<file path="src/rtl/gb_dma_pkg.sv">
// Shared definitions for the OAM DMA engine: FSM states, transfer length and
// the echo-RAM fold applied to the source page.
package gb_dma_pkg;

  typedef enum logic [1:0] {
    ST_IDLE  = 2'd0,
    ST_DELAY = 2'd1,
    ST_XFER  = 2'd2
  } dma_state_t;

  localparam int unsigned OAM_LEN_DEFAULT = 32'd160;
  localparam logic [7:0]  ECHO_BASE       = 8'hE0;
  localparam logic [7:0]  ECHO_OFFSET     = 8'h20;

  // Echo pages E0..FF alias work RAM, so they are folded down by 0x20.
  function automatic logic [7:0] src_effective(input logic [7:0] src);
    logic [7:0] eff;
    if (src >= ECHO_BASE) begin
      eff = src - ECHO_OFFSET;
    end else begin
      eff = src;
    end
    return eff;
  endfunction

endpackage

</file>
<file path="src/rtl/oam_dma.sv">
// OAM DMA engine: copies OAM_LEN bytes from page {src,00} into OAM, one byte
// per machine cycle, after a one-cycle start-up delay.
module oam_dma
  import gb_dma_pkg::*;
#(
  parameter int unsigned OAM_LEN = OAM_LEN_DEFAULT
) (
  input  logic        clk,
  input  logic        rst,
  input  logic        ce,
  input  logic        reg_we,
  input  logic [7:0]  reg_din,
  output logic [7:0]  reg_dout,
  output logic [15:0] rd_addr,
  output logic        rd_en,
  input  logic [7:0]  rd_data,
  output logic [7:0]  oam_addr,
  output logic [7:0]  oam_dout,
  output logic        oam_we,
  output logic        busy
);

  localparam logic [7:0] LAST_IDX = 8'(OAM_LEN - 32'd1);

  dma_state_t state_r;
  logic [7:0] src_r;
  logic [7:0] idx_r;
  logic [7:0] src_eff_s;
  logic       issue_s;

  assign src_eff_s = src_effective(src_r);
  // A CPU write on the same clk as ce wins, so that ce never issues a read.
  assign issue_s   = ce && !reg_we && (state_r == ST_XFER);

  // Control FSM, read issue and OAM write-back pipeline.
  always_ff @(posedge clk) begin
    if (rst) begin
      state_r  <= ST_IDLE;
      src_r    <= 8'h00;
      idx_r    <= 8'h00;
      reg_dout <= 8'h00;
      rd_addr  <= 16'h0000;
      rd_en    <= 1'b0;
      oam_addr <= 8'h00;
      oam_dout <= 8'h00;
      oam_we   <= 1'b0;
      busy     <= 1'b0;
    end else begin
      rd_en  <= issue_s;
      // The write-back of a read in flight always completes, even across a restart.
      oam_we <= rd_en;
      if (rd_en) begin
        oam_addr <= rd_addr[7:0];
        oam_dout <= rd_data;
      end
      if (issue_s) begin
        rd_addr <= {src_eff_s, idx_r};
      end

      if (reg_we) begin
        reg_dout <= reg_din;
        src_r    <= reg_din;
        idx_r    <= 8'h00;
        state_r  <= ST_DELAY;
        busy     <= 1'b1;
      end else begin
        case (state_r)
          ST_IDLE: begin
            // Reached one clk after the final read, i.e. with its oam_we.
            busy <= 1'b0;
          end
          ST_DELAY: begin
            busy <= 1'b1;
            if (ce) begin
              state_r <= ST_XFER;
            end
          end
          ST_XFER: begin
            busy <= 1'b1;
            if (ce) begin
              if (idx_r == LAST_IDX) begin
                state_r <= ST_IDLE;
                idx_r   <= 8'h00;
              end else begin
                idx_r <= idx_r + 8'd1;
              end
            end
          end
          default: begin
            state_r <= ST_IDLE;
            idx_r   <= 8'h00;
            busy    <= 1'b0;
          end
        endcase
      end
    end
  end

endmodule

</file>
<file path="config.mk">
export PLATFORM = sky130hd
export DESIGN_NAME = oam_dma
export DESIGN_NICKNAME = d
export VERILOG_FILES = /design/src/rtl/gb_dma_pkg.sv /design/src/rtl/oam_dma.sv
export SDC_FILE = /design/constraint.sdc
export NUM_CORES = 1
export LEC_CHECK = 0
export CAP_MARGIN = 10
export CELL_PAD_IN_SITES_DETAIL_PLACEMENT = 1
export CELL_PAD_IN_SITES_GLOBAL_PLACEMENT = 1
export CORE_MARGIN = 2
export CORE_UTILIZATION = 31
export DETAILED_ROUTE_END_ITERATION = 12
export GPL_ROUTABILITY_DRIVEN = 0
export PLACE_DENSITY = 0.79
export REMOVE_ABC_BUFFERS = 1
export SLEW_MARGIN = 20
export SYNTH_ARGS = -nofsm -noshare
export SYNTH_HDL_FRONTEND = slang
export SYNTH_SLANG_ARGS = --single-unit
</file>
<file path="constraint.sdc">
create_clock -name clk -period 1.7 [get_ports clk]
set_input_delay 0.255 -clock clk [delete_from_list [all_inputs] [get_ports clk]]
set_output_delay 0.255 -clock clk [all_outputs]
set_load 0.02 [all_outputs]
</file>
==> results of run 1 <==
[worst register-to-register path: stages (launching register included)]
cell	delay, ns
dfxtp_1	0.37
ha_2	0.22
nand3_2	0.10
o41a_1	0.38
o21ai_4	0.20
buf_4	0.15
nor2_1	0.05
[cell families after synthesis]
logic type / Yosys count / synth area share (%)
simple gates: 93 / 19.3
compound gates: 25 / 7.86
fa+ha+maj: 5 / 3.00
flops: 53 / 50.9
buf+inv: 21 / 4.98
xor+xnor: 6 / 2.52
mux: 24 / 11.5
[stage by stage]
| step | instances | hold slack, ns | util [%] | area [um2] | power (mW) |
|---|---|---|---|---|---|
| detailed placement | 365 | 0.457 | 44.0 | 2830 | 1.55 |
| CTS | 373 | 0.323 | 45.8 | 2940 | 2.44 |
| global placement | 365 | 0.440 | 44.0 | 2830 | 1.54 |
| finish | 373 | 0.333 | 46.5 | 2990 | 2.42 |
| global route | 373 | 0.323 | 46.5 | 2990 | 2.53 |
| floorplan | 211 | 0.324 | - | 2000 | 1.41 |
[where the power goes]
group / total, mW / internal, mW / switching, mW
clock: 0.885 / 0.481 / 0.405
sequential: 1.28 / 1.26 / 0.0164
combinational: 0.256 / 0.132 / 0.124
total: 2.42 / 1.87 / 0.545
[registers in the layout, summed over array words and instances, names as in the netlist]
signal    flops
oam_we        1
src_r         8
busy          1
idx_r         8
oam_dout      8
oam_addr      8
rd_en         1
state_r       2
rd_addr      16
[cell type report]
cell class                      instances  area [um2]  share of cell area (%)
Sequential cell                        53        1060                    35.6
Tap cell                               77        96.3                    3.22
Clock buffer                            7        86.3                    2.89
Multi-Input combinational cell        153         965                    32.3
Timing Repair Buffer                   77         728                    24.4
Clock inverter                          1        30.0                    1.01
Inverter                                5        18.8                   0.628
[how the worst max path moves through the flow]
stage	cells after the start	slack (ns)	to	from
finish	1	0.06	reg_dout[6]	src_r[6]$_SDFFE_PP0P_
global route	1	0.01	reg_dout[6]	src_r[6]$_SDFFE_PP0P_
CTS	6	0.03	idx_r[5]$_SDFFE_PP0P_	state_r[1]$_SDFFE_PP0P_
detailed placement	5	0.03	idx_r[4]$_SDFFE_PP0P_	ce
global placement	5	0.08	idx_r[4]$_SDFFE_PP0P_	ce
floorplan	6	0.13	idx_r[4]$_SDFFE_PP0P_	state_r[1]$_SDFFE_PP0P_
[routing by layer]
layer	global-route usage, %	share of wire [%]	vias to the layer above
met3	4.52	6.0	2
met1	15.7	43	829
li1	-	-	876
met4	2.16	0.50	0
met2	25.7	51	45
met5	0	0	-
[cell usage after synthesis, types with 2 or more instances]
cell | instances | share of area [%]
a21oi_1 | 17 | 4.1
buf_2 | 5 | 1.2
buf_4 | 5 | 1.8
clkbuf_1 | 6 | 1.1
dfxtp_1 | 53 | 51
ha_1 | 5 | 3.0
inv_1 | 5 | 0.90
mux2i_1 | 24 | 12
nand2_1 | 35 | 6.3
nand3_1 | 8 | 1.9
nand4_1 | 2 | 0.60
nor2_1 | 36 | 6.5
nor3_1 | 2 | 0.48
nor4_1 | 2 | 0.60
or2_2 | 2 | 0.60
xnor2_1 | 3 | 1.3
xor2_1 | 3 | 1.3
==> out/qor.txt, run 1 <==
outcome -> finished clean
via count -> 1752
H-tree depth -> 2
Buffers & Inverters on Critical Path -> 1
reg2reg end -> idx_r[6]$_SDFFE_PP0P_
power per cell area -> 810 nW/um2
Leak Pwr -> 1.05 nW
largest net degree at the start of global routing -> 25
fillcell total -> 715
Post-DRT Antenna Nets -> 0
worst rel slew slack -> 75.1%
Iter 0 DRT Violations -> 57
crit-path leading delay family -> buffers and inverters
worst reg2reg path depth -> 6
row count -> 29
DP Wirelength -> 3.69 mm
CTS tree -> done
I/O Buffers -> 62
FF+latch count, synth -> 53
Die H -> 86.0 um
CTS max path bufs -> 2
post-DR wirelength/cell -> 13.3 um
Final Skew -> 0.00385 ns
Final period util -> 96.6%
RSZ-0062 raised after global routing -> no
global route total overflow -> 0
Hold Crit Start -> rst
Top FF cell, synth -> dfxtp_1
Core Area -> 6420 um2
final setup vio count -> 0
Vias/cell -> 4.70
Post-CTS Setup Bufs -> 0
Critical Path Fanout Max -> 6
Post-synth EDFFs -> 0
Detailed Route WL -> 4.98 mm
slowest stage cell on the critical path -> clkdlybuf4s50_1
Syn-to-layout area delta -> 43.3%
router iterations before antenna repair -> 4
post-cts resize count -> 0
Root Buffer -> clkbuf_8
Num CTS Buffers -> 5
clock sinks -> 53
hold violation total from the final report -> 0
max-cap violations -> 0
clock-pin slew on the worst setup and hold paths -> 0.09 ns
register area share after synthesis -> 50.9%
# IOs -> 63
Synth Warn # -> 0
ys async rst share -> 0%
Worst Hold Path Cells -> 3
startpoint types -> register
Critical Path RT -> 1.44 ns
drt drc -> 0
Worst Setup Slack, final -> 0.0573 ns
fmax -> 0.609 GHz
worst path arrival time -> 1.39 ns
Synth Cell Area -> 2090 um2
die footprint -> 7400 um2
Die Width -> 86.0 um
worst slew pin tran -> 0.373 ns
most frequent cells in the layout -> clkdlybuf4s50_1, dfxtp_1, nor2_1, nand2_1, mux2i_1
share of cells above drive strength 1 -> 13.5%
antenna violations before repair -> 0
final net count -> 320
CP peak stage delay -> 0.65 ns
Worst Hold End -> idx_r[4]$_SDFFE_PP0P_
Tmin final -> 1.64 ns
average size of a mapped cell -> 9.19 um2
number of diodes -> 0
most common cell after layout, fill and taps aside -> clkdlybuf4s50_1
worst-skew pair later-pin latency -> 0.30 ns
first-pass GRT wire length -> 8.27 mm
post-place setup slack -> 0.0276 ns
min-delay worst type -> in2reg
Cell Chain, Critical Path -> clkdlybuf4s50_1
Setup crit end kind -> output port
Post-Syn Instances -> 227
Initial Util -> 32.5%
Slew Viols, Final -> 0
critical path class -> reg2out
Netlist cell types -> 31
Final TNS setup -> 0 ns
number of global-route vias before repair -> 1805
FF-to-FF Start -> idx_r[0]$_SDFFE_PP0P_
gr usage total -> 13.9%
hold buffers post-CTS -> 0
VDD IR-drop max -> 0.405 mV
R2R Setup Slk -> 0.13 ns
No activity file was read; power rests on OpenSTA's default activity.
==> run 2: changes to the inputs <==
--- a/config.mk
+++ b/config.mk
@@ -12,6 +12,7 @@
 export CORE_UTILIZATION = 31
 export DETAILED_ROUTE_END_ITERATION = 12
 export GPL_ROUTABILITY_DRIVEN = 0
+export HOLD_SLACK_MARGIN = 0.02
 export PLACE_DENSITY = 0.79
 export REMOVE_ABC_BUFFERS = 1
 export SLEW_MARGIN = 20
==> results of run 2 <==
The final DEF is identical to that of run 1; final timing and power are the same.
==> run 3: changes to the inputs <==
--- a/config.mk
+++ b/config.mk
@@ -5,15 +5,16 @@
 export SDC_FILE = /design/constraint.sdc
 export NUM_CORES = 1
 export LEC_CHECK = 0
+export ABC_AREA = 1
 export CAP_MARGIN = 10
 export CELL_PAD_IN_SITES_DETAIL_PLACEMENT = 1
 export CELL_PAD_IN_SITES_GLOBAL_PLACEMENT = 1
 export CORE_MARGIN = 2
-export CORE_UTILIZATION = 31
+export CORE_UTILIZATION = 30
 export DETAILED_ROUTE_END_ITERATION = 12
 export GPL_ROUTABILITY_DRIVEN = 0
 export HOLD_SLACK_MARGIN = 0.02
-export PLACE_DENSITY = 0.79
+export PLACE_DENSITY_LB_ADDON = 0.1
 export REMOVE_ABC_BUFFERS = 1
 export SLEW_MARGIN = 20
 export SYNTH_ARGS = -nofsm -noshare
==> out/qor.txt, run 3 <==
top post-synthesis cells by area -> dfxtp_1, nor2_1, o21ai_0
Syn-to-layout area delta -> 37.4%
FF+latch count, synth -> 53
largest net degree at the start of global routing -> 22
fin area -> 2880 um2
Initial Util -> 31.0%
max-cap violations -> 0
Worst Hold Path Cells -> 2
Detailed Route WL -> 5.37 mm
outcome -> finished clean
Netlist cell types -> 24
post-cts resize count -> 0
critical path class -> reg2out
average size of a mapped cell -> 7.75 um2
Buffers & Inverters on Critical Path -> 1
first-pass GRT wire length -> 8.93 mm
Hold Worst Slack -> 0.487 ns
min-delay worst type -> reg2reg
hold violation total from the final report -> 0
antenna violations before repair -> 0
Largest Register -> rd_addr
CTS max path bufs -> 2
DP Wirelength -> 3.99 mm
post-DR wirelength/cell -> 13.0 um
global route total overflow -> 0
Final period util -> 94.5%
most frequent cells in the layout -> nor2_1, clkdlybuf4s50_1, dfxtp_1, o21ai_0, nand2_1
most common cell in the synthesized netlist -> nor2_1
crit-path leading delay family -> buffers and inverters
worst reg2reg path depth -> 10
clock-pin slew on the worst setup and hold paths -> 0.10 ns
Die H -> 87.5 um
Post-DRT Antenna Nets -> 0
Final Skew -> 0.0123 ns
total power -> 2.31 mW
gr usage total -> 14.9%
row count -> 30
max FFs per register -> 16
post-place setup slack -> 0.0651 ns
Worst Hold End -> rd_addr[14]$_SDFFE_PP0P_
CTS tree -> done
Critical Path Fanout Max -> 3
Core Area -> 6760 um2
final setup vio count -> 0
Tmin final -> 1.61 ns
Placed Cells -> 404
Leak Pwr -> 1.20 nW
Post-CTS Setup Bufs -> 0
Post-Syn Instances -> 270
startpoint types -> register
CP peak stage delay -> 0.63 ns
Iter 0 DRT Violations -> 75
number of diodes -> 0
Post-synth EDFFs -> 0
power per cell area -> 803 nW/um2
area leader, netlist -> dfxtp_1
FF-to-FF Start -> state_r[0]$_SDFFE_PP0P_
ys async rst share -> 0%
fin util -> 42.6%
I/O Buffers -> 62
reg2reg end -> idx_r[7]$_SDFFE_PP0P_
Synth Cell Area -> 2090 um2
Root Buffer -> clkbuf_8
Vias/cell -> 4.60
fmax -> 0.622 GHz
most common cell after layout, fill and taps aside -> nor2_1
worst rel slew slack -> 77.6%
number of global-route vias before repair -> 1881
Die Width -> 87.5 um
register area share after synthesis -> 50.7%
via count -> 1894
Critical Path RT -> 1.44 ns
Hold Crit Start -> rd_addr[14]$_SDFFE_PP0P_
# IOs -> 63
worst-skew pair later-pin latency -> 0.31 ns
router iterations before antenna repair -> 4
Slew Viols, Final -> 0
worst slew pin tran -> 0.336 ns
Top FF cell, synth -> dfxtp_1
VDD IR-drop max -> 0.347 mV
slowest stage cell on the critical path -> clkdlybuf4s50_1
drt drc -> 0
Final TNS setup -> 0 ns
R2R Setup Slk -> 0.21 ns
Synth top area share -> 50.7%
hold buffers post-CTS -> 0
worst path arrival time -> 1.35 ns
Synth Warn # -> 0
clock sinks -> 53
Final Instance Count excl. Fillers -> 412
H-tree depth -> 2
final net count -> 356
Post-synth top cells -> nor2_1, dfxtp_1, o21ai_0
Num CTS Buffers -> 5
RSZ-0062 raised after global routing -> no
Setup crit end kind -> output port
placed cell areas -> 2790 um2
share of cells above drive strength 1 -> 7.23%
Worst Setup Slack, final -> 0.0934 ns
Cell Chain, Critical Path -> clkdlybuf4s50_1
die footprint -> 7660 um2
[run 3: how the worst max path moves through the flow]
stage,startpoint,endpoint,depth (start not counted)
2_1_floorplan,state_r[0]$_SDFFE_PP0P_,rd_addr[8]$_SDFFE_PP0P_,7
5_1_grt,state_r[0]$_SDFFE_PP0P_,rd_addr[6]$_SDFFE_PP0P_,7
3_3_place_gp,reg_we,rd_addr[5]$_SDFFE_PP0P_,5
4_1_cts,src_r[2]$_SDFFE_PP0P_,reg_dout[2],1
6_report,src_r[2]$_SDFFE_PP0P_,reg_dout[2],1
3_5_place_dp,reg_we,idx_r[1]$_SDFFE_PP0P_,5
[run 3: cell type report]
class | count | area (um2)
sequential | 53 | 1060
inverter | 22 | 82.6
timing repair buffer | 72 | 708
clock buffer | 5 | 68.8
multi-input combinational | 177 | 833
clock inverter | 3 | 21.3
tap | 80 | 100
fill | 840 | 3880
[run 3: logic make-up after synthesis]
| logic type | share of synthesized area, % |
|---|---|
| AND/OR/NAND/NOR | 22.5 |
| flip-flops | 50.7 |
| XOR/XNOR | 0.418 |
| AO/OA/AOI/OAI | 13.9 |
| adder cells (fa/ha/maj) | 2.99 |
| buffers and inverters | 9.50 |
[run 3: metal layers]
metal	global-route usage (%)	part of all wire [%]	up-vias	wire length (um)
met2	23.8	46	51	2450
met5	0	0	-	0
met3	5.75	7.2	6	387
met1	18.7	46	866	2450
li1	-	-	971	-
met4	4.76	1.5	0	81
[run 3: tightest hold or removal path, delay by kind of cell (launching register included)]
kind	cells	cell delay, ns
DFF	1	0.33
and+or+nand+nor	1	0.06
AOI/OAI and AO/OA	1	0.06
[run 3: power by group]
group          switching [mW]  internal, mW
sequential             0.0255          1.27
combinational           0.147         0.136
clock                   0.433         0.293
